<file path="src/rtl/pipe_stage_reg.sv">
// pipe_stage_reg: handshaked pipeline stage register with flush and stall counter.
// Latency 1 cycle; backpressure via in_ready_o (registered when PIPE_STAGE_SKID_EN is defined, else combinational).
// Optional feature macro: PIPE_STAGE_SKID_EN (two-entry skid buffer, fully registered upstream ready).
module pipe_stage_reg #(
  parameter int unsigned       DATA_W    = 128,
  parameter logic [DATA_W-1:0] RESET_VAL = '0,
  parameter int unsigned       CNT_W     = 32
) (
  input  logic              clk,
  input  logic              rst,
  input  logic              flush_i,
  input  logic              in_valid_i,
  output logic              in_ready_o,
  input  logic [DATA_W-1:0] in_data_i,
  output logic              out_valid_o,
  input  logic              out_ready_i,
  output logic [DATA_W-1:0] out_data_o,
  output logic [CNT_W-1:0]  stall_cnt_o
);

  typedef enum logic [1:0] {
    ST_EMPTY = 2'd0,
    ST_FULL  = 2'd1,
    ST_SKID  = 2'd2
  } state_t;

  state_t            state_q, state_d;
  logic [DATA_W-1:0] main_q, main_d;
  logic [CNT_W-1:0]  stall_cnt_q;
  logic              in_fire;
  logic              out_fire;
  logic              stalled;

  assign out_valid_o = (state_q != ST_EMPTY);
  assign out_data_o  = main_q;
  assign in_fire     = in_valid_i & in_ready_o;
  assign out_fire    = out_valid_o & out_ready_i;
  assign stalled     = out_valid_o & ~out_ready_i;

`ifdef PIPE_STAGE_SKID_EN

  logic [DATA_W-1:0] skid_q, skid_d;
  logic              in_ready_q;

  // Ready is a pure flop: it looks only at the state we are about to enter.
  assign in_ready_o = in_ready_q;

  always_comb begin
    state_d = state_q;
    main_d  = main_q;
    skid_d  = skid_q;
    if (flush_i) begin
      state_d = ST_EMPTY;
      main_d  = RESET_VAL;
    end else begin
      case (state_q)
        ST_EMPTY: begin
          if (in_fire) begin
            state_d = ST_FULL;
            main_d  = in_data_i;
          end
        end
        ST_FULL: begin
          if (in_fire && out_fire) begin
            main_d = in_data_i;
          end else if (out_fire) begin
            state_d = ST_EMPTY;
          end else if (in_fire) begin
            state_d = ST_SKID;
            skid_d  = in_data_i;
          end
        end
        ST_SKID: begin
          if (out_fire) begin
            state_d = ST_FULL;
            main_d  = skid_q;
          end
        end
        default: begin
          state_d = ST_EMPTY;
          main_d  = RESET_VAL;
        end
      endcase
    end
  end

  always_ff @(posedge clk) begin
    if (rst) begin
      state_q    <= ST_EMPTY;
      main_q     <= RESET_VAL;
      skid_q     <= RESET_VAL;
      in_ready_q <= 1'b1;
    end else begin
      state_q    <= state_d;
      main_q     <= main_d;
      skid_q     <= skid_d;
      in_ready_q <= (state_d != ST_SKID);
    end
  end

  a_ready_matches_state: assert property (@(posedge clk) disable iff (rst)
    in_ready_o == (state_q != ST_SKID));

  a_skid_frozen: assert property (@(posedge clk)
    (!rst && !flush_i && state_q == ST_SKID && !out_ready_i) |=> $stable(skid_q));

`else

  // Single entry: a full stage can only accept when it is emptied in the same cycle.
  assign in_ready_o = ~out_valid_o | out_ready_i;

  always_comb begin
    state_d = state_q;
    main_d  = main_q;
    if (flush_i) begin
      state_d = ST_EMPTY;
      main_d  = RESET_VAL;
    end else begin
      case (state_q)
        ST_EMPTY: begin
          if (in_fire) begin
            state_d = ST_FULL;
            main_d  = in_data_i;
          end
        end
        ST_FULL: begin
          if (in_fire) begin
            main_d = in_data_i;
          end else if (out_fire) begin
            state_d = ST_EMPTY;
          end
        end
        default: begin
          state_d = ST_EMPTY;
          main_d  = RESET_VAL;
        end
      endcase
    end
  end

  always_ff @(posedge clk) begin
    if (rst) begin
      state_q <= ST_EMPTY;
      main_q  <= RESET_VAL;
    end else begin
      state_q <= state_d;
      main_q  <= main_d;
    end
  end

  a_never_skid: assert property (@(posedge clk) disable iff (rst)
    state_q != ST_SKID);

`endif

  // Saturating; flush deliberately leaves it alone so stall history survives pipeline kills.
  always_ff @(posedge clk) begin
    if (rst) begin
      stall_cnt_q <= '0;
    end else if (stalled && !(&stall_cnt_q)) begin
      stall_cnt_q <= stall_cnt_q + CNT_W'(1);
    end
  end

  assign stall_cnt_o = stall_cnt_q;

  a_data_frozen: assert property (@(posedge clk)
    (!rst && !flush_i && stalled) |=> $stable(out_data_o));

  a_valid_after_flush: assert property (@(posedge clk)
    (rst || flush_i) |=> !out_valid_o);

endmodule

</file>
<file path="config.mk">
export PLATFORM = sky130hd
export DESIGN_NAME = pipe_stage_reg
export DESIGN_NICKNAME = d
export VERILOG_FILES = /design/src/rtl/pipe_stage_reg.sv
export SDC_FILE = /design/constraint.sdc
export NUM_CORES = 1
export LEC_CHECK = 0
export ABC_AREA = 0
export BUFFER_PORTS_ARGS = -buffer_cell sky130_fd_sc_hd__buf_2
export CAP_MARGIN = 10
export CORE_ASPECT_RATIO = 1.75
export CORE_MARGIN = 2
export CORE_UTILIZATION = 25
export DETAILED_ROUTE_END_ITERATION = 12
export PLACE_DENSITY_LB_ADDON = 0.1
export RECOVER_POWER = 50
export SYNTH_ARGS = -nofsm -noshare
export SYNTH_HDL_FRONTEND = slang
export SYNTH_SLANG_ARGS = --single-unit
</file>
<file path="constraint.sdc">
create_clock -name clk -period 2.3 [get_ports clk]
set_input_delay 0.23 -clock clk [delete_from_list [all_inputs] [get_ports clk]]
set_output_delay 0.23 -clock clk [all_outputs]
set_load 0.01 [all_outputs]
</file>
Yosys cells after proc, flatten, opt, wreduce, memory -nomap -nowiden
Cells that the tools add are included.

word-level totals
  flip-flop bits (word level) = 162
  bits of input ports = 133
  output and inout bits = 162
  logic and storage cells = 28

cells by class
  add/sub/neg operators = 1
  equal/unequal tests = 4
  multiplexer cells = 4
  bitwise gates (word level) = 7
  reductions and logical operators = 9

operator list
  operator                                              count
  adder 32 x 1 -> 32 bit (second input constant)        1
  AND reduction 32 bit                                  1
  2-to-1 mux 2 bit                                      3
  inequality test 2 bit (second input constant)         3
  case mux 2 bit (2 select lines)                       1
  OR reduction 2 bit                                    2
  bitwise AND 1 bit                                     3
  inverter 1 bit                                        3
  AND reduction 3 bit                                   1
  OR reduction 3 bit                                    1
  equality test 2 x 1 -> 1 bit (second input constant)  1
  logical NOT 2 bit                                     1
  nonzero test 2 bit                                    1
  logical AND 1 bit                                     1
  logical NOT 1 bit                                     1
  OR 1 bit                                              1

Logic depth before layout (Yosys ltp)
  word-level depth = 6
  mapped depth = 8
  depth with buffers taken out = 6

Least setup slack after synthesis
Ideal clock, no wire load.

  path kind = register to register
  start = reg stall_cnt_q[0] (netlist: stall_cnt_o[0])
  end = reg stall_cnt_q[5] (netlist: stall_cnt_o[5])
  library setup time = 0.123 ns
  data arrival time = 1.778 ns
  required time = 2.177 ns
  path slack = 0.398 ns
  cell stages (with the launch flop) = 8
  path buffers = 1
  clock period less this slack = 1.902 ns
  cell sequence = dfxtp_1 ha_1 nand3_1 nor3_1 and3_1 buf_2 nor4_1 mux2_1

on the way
  word-level cells in the longest chain between the ends = 3
  elaborated cells on any way between the ends = 4
  those cells by class = 1 x add/sub; 3 x reduce/logical

ends and longest elaborated chain
  item                                                            RTL line  RTL
  start: declaration                                              29        logic [CNT_W-1:0] stall_cnt_q;
  start signal: assignment                                        161       stall_cnt_q <= stall_cnt_q + CNT_W'(1);
  branches (longest 3 deep; another with adder 32 x 1 -> 32 bit)  -

Parallel ways; which one is timed is not known.
A chain may end at the register's enable or synchronous reset.

Worst setup path in the final report
  start = reg stall_cnt_q[0] (netlist: stall_cnt_o[0])
  end = reg stall_cnt_q[28] (netlist: stall_cnt_o[28])

The elaborated chain is that of the path after synthesis.

==> flow_summary.yaml <==
run_status:
  status: "completed"
yosys:
  synth-main-ff-cell: "dfxtp_1"
  ys_warn_count: 0
  post-synth-top-count-cell: "nand2_1"
  netlist_instances: 768
  synth-edff-count: 0
  synthTopCellsByCount: "nand2_1, dfxtp_1, a21oi_1"
  synth-seq-cells: 161
  synthTopCellsByArea: "dfxtp_1, nand2_1, a21oi_1"
  ys_types: 45
  synth-compound-area-share_pct: 15.0
  ys_seq_area_share_pct: 52.7
  synthesis.nets: 902
  synth.cell_area_um2: 6120
  synth_top_area_share_pct: 52.7
  avgSynthCellArea_um2: 7.97
  synth-simple-area-share_pct: 26.7
  synthAdderAreaFrac_pct: 0.204
  synthMuxAreaShare_pct: 0.900
  yosysTopAreaCell: "dfxtp_1"
  synthXorXnorAreaFrac_pct: 1.00
  synth_top_family_by_area: "simple AND/OR/NAND/NOR gates"
  async_flop_share_pct: 0
floorplanning:
  fp.dieH_um: 211
  core-area_um2: 24000
  die_width_um: 122
  rows: 75
  boundaryPins: 295
  start_util_pct: 25.5
  die-area_um2: 25800
pwr:
  ir_worst_vdd_uv: 431
  p_switching_w: 0.00154
  leakage_nw: 3.29
  pwr-share-clk_pct: 46.7
  p_per_area_nw_per_um2: 751
  swShare_pct: 24.2
  power_frac_comb_pct: 7.8
  power_frac_seq_pct: 45.5
  p_total_w: 0.00636
  p_int_w: 0.00482
grt:
  grt_overflow: 0
  grt_max_degree: 94
  grt_pass1_vias: 6188
  grt_pass1_wl_um: 32800
  groute.usage.overall_pct: 16.5
  antenna_found_initial: 2
clock_network:
  ctsHtreeMaxLevel: 4
  cts_tree: "done"
  cts-buffers-inserted: 17
  clock-sinks: 161
  cts_max_path_buffers: 2
  clk_latency_ns: 0.43
  path_clk_slew_ns: 0.07
  clockRootBuffer: "clkbuf_16"
cells_and_area:
  layout-drive-gt1-share_pct: 19.6
  stdcell_count: 1379
  n_fill_cell: 2788
  nets: 1191
  multi_input_area_um2: 2700
  regArea_um2: 3220
  syn2layout_area_growth_pct: 38.5
job:
  max_cap_violations: 0
placed_design:
  gp_congestion: 0.774
  pre_cts_ws_ns: 0.106
  dp_cells: 1343
  port_buffers: 294
  dp_hpwl_um: 15200
sta:
  worst_slack_ns: 0.187
  slew_headroom_pct: 58.5
  period_needed_ns: 2.11
  worstMarginPinSlew_ns: 0.622
  tns_ns: 0
  rsz0062_at_grt: "false"
  hold_viol: 0
  skew_ns: 0.0121
  slew_viol_final: 0
  whs_ns: 0.0275
  fin_crit_sh_pct: 91.9
  setup_viol: 0
  fmax_mhz: 473
detailed_routing:
  drt-total-wl_um: 21200
  via_per_inst: 4.51
  drc_errors: 0
  wire_per_inst_um: 15.4
  ant_nets: 0
  firstDrtPassIters: 4
  dr_total_vias: 6213
  drt_iter0_markers: 232
worst_setup_path:
  cp.arrival_ns: 2.48
  path_class: "reg -> reg"
  reg2reg_from: "stall_cnt_o[0]"
  cp-start-kind: "flip-flop"
  cp.required_ns: 2.67
  crit_fanout: 7
  r2r_setup_slack_ns: 0.19
  r2r_cells: 6
  r2r_end: "stall_cnt_o[28]"
  endpoint_kind: "flip-flop"
hold_path:
  min_to: "out_data_o[107]"
  hold-path-cell-count: 3
  holdCritPathClass: "in -> reg"
  min_from: "in_data_i[107]"
placed cells by master (no fill, tap or decap), types with 2 or more instances in the layout:
cell type | synthesis | final
mux2_1 | 4 | 4
nand4_1 | 12 | 12
clkbuf_1 | 45 | 162
nor2_1 | 20 | 20
xor2_1 | 3 | 3
and3_1 | 3 | 3
or2_2 | 3 | 3
or4_1 | 5 | 5
buf_2 | 5 | 139
nor3_1 | 5 | 5
bufinv_16 | 0 | 3
clkinvlp_4 | 0 | 2
a21oi_1 | 149 | 149
inv_1 | 4 | 4
clkbuf_8 | 0 | 2
or3_1 | 17 | 17
o31ai_1 | 4 | 4
dfxtp_1 | 161 | 161
clkbuf_16 | 0 | 17
buf_12 | 0 | 5
buf_4 | 0 | 16
nor2b_1 | 3 | 3
nand2_1 | 267 | 266
nand2b_1 | 2 | 2
inv_6 | 0 | 2
clkinv_4 | 0 | 2
clkinv_2 | 0 | 3
nand3_1 | 9 | 8
nor4_4 | 3 | 3
nor4_1 | 2 | 2
o2111ai_1 | 2 | 2
xnor2_1 | 4 | 4
o21ai_0 | 13 | 13
critical path, cell delays in order, from the launching register on:
cell and delay [ns]:
dfxtp_1 0.40, ha_1 0.27, nand3_4 0.14, nor4_4 0.38
o211ai_2 0.22, or4_1 0.49, a21oi_1 0.14
power by group through the flow:
stage          Combinational (W)  Sequential [W]  Clock (W)
2_1_floorplan           0.000211         0.00299          0
3_3_place_gp            0.000527         0.00295          0
3_5_place_dp            0.000528         0.00296          0
4_1_cts                 0.000531         0.00289    0.00309
5_1_grt                 0.000558         0.00290    0.00319
6_report                0.000495         0.00290    0.00297
logic make-up after synthesis:
| group | Yosys count |
|---|---|
| DFF | 161 |
| AOI/OAI and AO/OA | 175 |
| xor gates and xnor gates | 7 |
| muxes | 5 |
| adders and majority gates | 1 |
| buffers and inverters | 56 |
| and+or+nand+nor | 363 |
sequential cells by signal, indices dropped and copies added (netlist names):
signal and cells:
out_data_o 128, stall_cnt_o 32, state_q 1
metrics by stage:
step / instance area [um^2] / util, %
4_1_cts: 8660 / 36.0
2_1_floorplan: 6120 / -
6_report: 8470 / 35.3
3_5_place_dp: 8040 / 33.5
3_3_place_gp: 8040 / 33.5
5_1_grt: 8470 / 35.3
worst max-delay path by stage:
stage | start | to | depth (start not counted)
3_5_place_dp | stall_cnt_o[0] | stall_cnt_o[28] | 6
2_1_floorplan | stall_cnt_o[0] | stall_cnt_o[5] | 7
4_1_cts | stall_cnt_o[0] | stall_cnt_o[28] | 6
5_1_grt | stall_cnt_o[0] | stall_cnt_o[28] | 6
3_3_place_gp | stall_cnt_o[0] | stall_cnt_o[28] | 6
6_report | stall_cnt_o[0] | stall_cnt_o[28] | 6
layout make-up:
cell class	count	share of cell area (%)
antenna	1	0.0295
timing repair buffer	322	18.1
sequential	161	38.0
inverter	4	0.177
clock buffer	20	5.39
clock inverter	12	1.83
multi-input combinational	551	31.9
tap	308	4.55
per-layer routing:
metal / GRT usage, % / part of all wire (%)
met1: 16.8 / 37
met2: 30.3 / 55
met3: 6.26 / 7.1
met4: 5.63 / 1.5
met5: 0 / 0.076
timing repair:
| action | 4_1_cts | 5_1_grt |
|---|---|---|
| gates resized for setup | 0 | 2 |
| hold endpoints to repair | 1 | 0 |
| buffers inserted | 0 | 2 |
| setup endpoints to repair | 0 | 5 |
| hold buffers | 1 | 0 |
Note: power is estimated with default switching activity, not from simulation.
